`config.mk`:
```
export PLATFORM = sky130hd
export DESIGN_NAME = emu_system
export DESIGN_NICKNAME = d
export VERILOG_FILES = /design/src/rtl/emu_system.sv
export SDC_FILE = /design/constraint.sdc
export NUM_CORES = 2
export LEC_CHECK = 0
export CORE_ASPECT_RATIO = 0.7
export CORE_MARGIN = 2
export CORE_UTILIZATION = 42
export CTS_CLUSTER_DIAMETER = 30
export DETAILED_ROUTE_END_ITERATION = 8
export DONT_BUFFER_PORTS = 1
export RECOVER_POWER = 100
export SETUP_SLACK_MARGIN = 0.15
export SLEW_MARGIN = 10
export SYNTH_ARGS = -nofsm -noshare
export SYNTH_HDL_FRONTEND = slang
export SYNTH_SLANG_ARGS = --single-unit
```
`constraint.sdc`:
```
create_clock -name host_clk -period 10.1 [get_ports host_clk]
set_clock_uncertainty 0.1 [all_clocks]
set_input_delay 1.01 -clock host_clk [delete_from_list [all_inputs] [get_ports host_clk]]
set_output_delay 1.01 -clock host_clk [all_outputs]
set_load 0.1 [all_outputs]
```
`src/rtl/emu_system.sv`:
```
// Emulation shell: deterministic target (cyc/acc/lfsr + 64-bit RAM) with
// run/pause gating, a 3-word FF scan chain and a pointer-driven RAM scan port.
module emu_system #(
    parameter int MEM_AW    = 4,
    parameter int MEM_DEPTH = 16
) (
    input  logic              host_clk,
    input  logic              target_reset_reset,
    input  logic              run_mode,
    input  logic              scan_mode,
    input  logic              ff_se,
    input  logic [63:0]       ff_di,
    output logic [63:0]       ff_do,
    input  logic              ram_sr,
    input  logic              ram_se,
    input  logic              ram_sd,
    input  logic [63:0]       ram_di,
    output logic [63:0]       ram_do,
    output logic              trc_wen,
    output logic [MEM_AW-1:0] trc_waddr,
    output logic [63:0]       trc_wdata
);

    logic [63:0]       cyc_q, cyc_d;
    logic [63:0]       acc_q, acc_d;
    logic [63:0]       lfsr_q, lfsr_d;
    logic [MEM_AW-1:0] ptr_q, ptr_d;
    logic [63:0]       mem_q [MEM_DEPTH];

    logic              ten;
    logic              ff_shift;
    logic              ram_step;
    logic              ram_wr;
    logic              mem_we;
    logic [MEM_AW-1:0] mem_waddr;
    logic [63:0]       mem_wdata;
    logic [MEM_AW-1:0] idx;
    logic [63:0]       nacc;
    logic              lfsr_fb;

    assign ten      = run_mode & ~scan_mode;
    assign ff_shift = scan_mode & ff_se;
    assign ram_step = scan_mode & ram_se & ~ram_sr;
    assign ram_wr   = ram_step & ram_sd;

    assign idx     = cyc_q[MEM_AW-1:0];
    assign nacc    = acc_q + mem_q[idx] + lfsr_q;
    assign lfsr_fb = lfsr_q[63] ^ lfsr_q[62] ^ lfsr_q[60] ^ lfsr_q[59];

    assign trc_wen   = ten;
    assign trc_waddr = idx;
    assign trc_wdata = nacc;

    assign ff_do  = cyc_q;
    assign ram_do = mem_q[ptr_q];

    // ten and ff_shift are mutually exclusive, so they share the state regs
    always_comb begin
        cyc_d  = cyc_q;
        acc_d  = acc_q;
        lfsr_d = lfsr_q;
        ptr_d  = ptr_q;
        if (ten) begin
            cyc_d  = cyc_q + 64'd1;
            acc_d  = nacc;
            lfsr_d = {lfsr_q[62:0], lfsr_fb};
        end else if (ff_shift) begin
            cyc_d  = acc_q;
            acc_d  = lfsr_q;
            lfsr_d = ff_di;
        end
        if (scan_mode & ram_sr) begin
            ptr_d = '0;
        end else if (ram_step) begin
            ptr_d = ptr_q + 1'b1;
        end
    end

    always_ff @(posedge host_clk) begin
        if (!target_reset_reset) begin
            cyc_q  <= 64'd0;
            acc_q  <= 64'd0;
            lfsr_q <= 64'd1;
            ptr_q  <= '0;
        end else begin
            cyc_q  <= cyc_d;
            acc_q  <= acc_d;
            lfsr_q <= lfsr_d;
            ptr_q  <= ptr_d;
        end
    end

    // RAM has no reset; the target and the scan port share one write port
    assign mem_we    = target_reset_reset & (ten | ram_wr);
    assign mem_waddr = ten ? idx : ptr_q;
    assign mem_wdata = ten ? nacc : ram_di;

    always_ff @(posedge host_clk) begin
        if (mem_we) begin
            mem_q[mem_waddr] <= mem_wdata;
        end
    end

endmodule

```
==> results.cfg <==
[sta]
achievable-frequency_mhz = 105.0
slew-limit-headroom = -1.896
worst_slew_pin_slew_ns = 4.343
hold_violations = 0
finalSetupTns_ns = 0
hold_ws_ns = 0.1360
final.min_clock_period_ns = 9.524
final.period_utilization = 0.9429
report.final.slew_viol_count = 1594
setup_repair_after_global_routing_missed_its_margin = false
setup_violations = 0

[die]
num_io_pins = 333
die_outline_width_um = 460.0
design.die.area_um2 = 148700
start_util = 0.4218
rows = 117
fp.coreArea_um2 = 144900
die_height_um = 323.2

[logic_synthesis]
ys_dominant_reg_cell = edfxtp_1
async_reset_ff_frac = 0
syn_avg_cell_area_um2 = 15.83
synth.distinct_cells = 75
mappedNetlistNets = 4126
syn-instance-count = 3862
synth_edf_count = 1024
yosysTopAreaCellShare = 0.5030
synth_sequential_area_ratio = 0.5698
post_synthesis_instance_area_um2 = 61140
biggest_area_contributors_in_the_synthesized_netlist = edfxtp_1 (50%), mux4_2 (24%), dfxtp_1 (6.7%), nand2_1 (2.4%), fa_1 (2.1%)
synth_top_cell_by_area = edfxtp_1
synth_seq_cells = 1228
ys.warnings.count = 0

[layout]
mostFrequentLayoutCell = edfxtp_1
most-common-layout-cells = edfxtp_1 (1,024), mux4_2 (640), nand2_1 (392)
layout.cells.non_filler = 6160
post-route-util = 0.5025
final_nets = 4300
final.fill_count = 11880
synthToLayoutAreaGrowth_pct = 19.12
area.sequential_um2 = 34860
multi_input_logic_area_um2 = 25340
drive_above_1_share = 0.2811

[routing]
dr.pass1.iters = 8
wl_per_cell_um = 33.19
number_of_nets_with_antenna_violations_after_routing = 0
drt_iter0_markers = 5073
routed_wl_um = 204400
remaining_drc_errors = 0
post_drt_via_cell_ratio = 6.511
detailroute.via_count = 40110

[power_and_ir_drop]
irDropWorstVdd_mv = 0.1769
leakage_nw = 23.44
power_density_nw_per_um2 = 274.2

[clocking]
clock_sink_count = 1228
insertion_delay_ns = 0.89
ctsHtreeMaxLevel = 5
tritoncts_clock_tree = built
cts-buffers-inserted = 279
clock_tree.root_cell = clkbuf_16
cts_hold_buffers = 0
cts.repair.resized = 0
clk_transition_reported_paths_ns = 0.04
cts_buffer_depth = 4
post_cts_buffers = 0

[critical_path]
worst_path_max_delay_cell = o311ai_0
worst_setup_path_start_kind = flip-flop
cp_top_family = compound AO/OA/AOI/OAI gates
worstSetupPathType = reg -> out
cp.required_ns = 8.99
crit_path_end_kind = output pin
worstPathMaxFanout = 35
critical_path_buf_inv_count = 3
critPathMaxStageDelay_ns = 1.19
timing.critical_path.cells = buf_4, mux4_2, mux4_2, fa_1, ha_1, o311ai_0, a31oi_1, a31oi_1, clkbuf_1, o41ai_1, a21oi_1, xnor2_2, clkbuf_1
cp.arrival_ns = 8.41

[run]
maxCapViolCount = 84

[global_routing]
first_global_vias = 39240
grt_max_degree = 153
grt_use_total = 0.2737
grt_first_pass_wirelength_um = 289600
antenna_found_initial = 30
globalRouteOverflowTotal = 0

[status]
failed_checks = capacitance limit, slew limit
run_status = finished with violations

[worst_hold_path]
min-delay-path-class = in -> reg

[place]
portbufs = 0
placer_s_final_routability_congestion_estimate = 0.9097
place.detailed.hpwl_um = 128500
numPlacedInstances = 5659
## synth_stat cells, types with 8 or more instances
library cell and number:
edfxtp_1 1024, nor4_1 14, o211ai_1 17, o21bai_1 13, a221oi_1 21, nand2_1 392, nand3_1 59, dfxtp_1 204
buf_4 8, o21a_1 11, a21oi_1 187, nor3b_1 10, o21ai_0 90, clkbuf_1 219, a31oi_1 37, a211oi_1 8
a311oi_1 66, ha_1 64, mux4_2 640, buf_1 64, o31ai_1 8, fa_1 64, nor2_1 197, nor3_1 45
inv_1 34, xor2_1 30, and2_1 10, o22ai_1 10, nand4_1 44, and3_1 22, a21o_1 42, a22oi_1 68
xnor2_1 41
## power by group
part	switching, mW	leakage (nW)	internal [mW]
registers	0.187	10.9	5.84
logic	4.08	8.12	1.09
clock network	2.86	4.41	5.92
## path summary, 6_finish.rpt
path | endpoint | slack (ns) | from | cells after the start
setup / recovery | trc_wdata[40] | 0.58 | flip-flop | 13
hold / removal | lfsr_q[0]$_SDFFE_PN1P_ | 0.14 | target_reset_reset | 1
hold reg to reg | ff_do[61]$_SDFFE_PN0P_ | 0.40 | ff_do[61]$_SDFFE_PN0P_ | 2
setup reg to reg | mem_q[11][13]$_DFFE_PP_ | 0.93 | ff_do[0]$_SDFFE_PN0P_ | 7
## worst register-to-register path, stage by stage (launching register included)
cell and delay (ns):
dfxtp_1 0.30, clkbuf_1 2.05, nand3_1 0.18, nand2_1 0.15, nand2_1 0.13, nor2_1 1.09
clkbuf_1 2.81, clkbuf_1 1.89
## logic make-up (layout without fill, tap and decap cells)
family          Yosys count  in the layout  share of synthesized area
mux                     649            649                     0.2374
simple gates            839            839                    0.06101
compound gates          619            619                    0.06672
xor+xnor                 71             71                    0.01017
fa+ha+maj               128            128                    0.03406
flops                  1228           1228                     0.5698
buf+inv                 328            710                    0.02090
other cells               0             12                          0
## area by class of cell
| cell class | count | share of cell area |
|---|---|---|
| diodes | 12 | 0.0004123 |
| clock buffers | 327 | 0.1027 |
| clock inverters | 162 | 0.02282 |
| inverters | 34 | 0.001873 |
| multi-input cells | 2306 | 0.3480 |
| flip-flops and latches | 1228 | 0.4787 |
| well taps | 1904 | 0.03271 |
| repair buffers | 187 | 0.01287 |
## state kept, by name (all words and copies together), names as in the netlist, named ones only
signal / count
mem_q: 1024
acc_q: 64
ff_do: 64
lfsr_q: 64
ptr_q: 4
## per-stage QoR
step / worst slack (ns) / total power [mW] / instance area [um^2]
after floorplan: 2.174 / 9.875 / 61140
after global placement: 1.788 / 11.52 / 64580
after detailed placement: 1.814 / 11.53 / 64580
after CTS: 0.8629 / 20.30 / 73720
after global routing: 0.3298 / 20.52 / 72810
final: 0.5765 / 19.97 / 72820
## metal layers
| metal | wire (um) | GRT usage |
|---|---|---|
| met2 | 92870 | 0.4169 |
| met5 | 218 | 0 |
| met3 | 21630 | 0.07137 |
| met1 | 79550 | 0.3672 |
| met4 | 10170 | 0.1334 |
No activity file was read; power rests on OpenSTA's default activity.
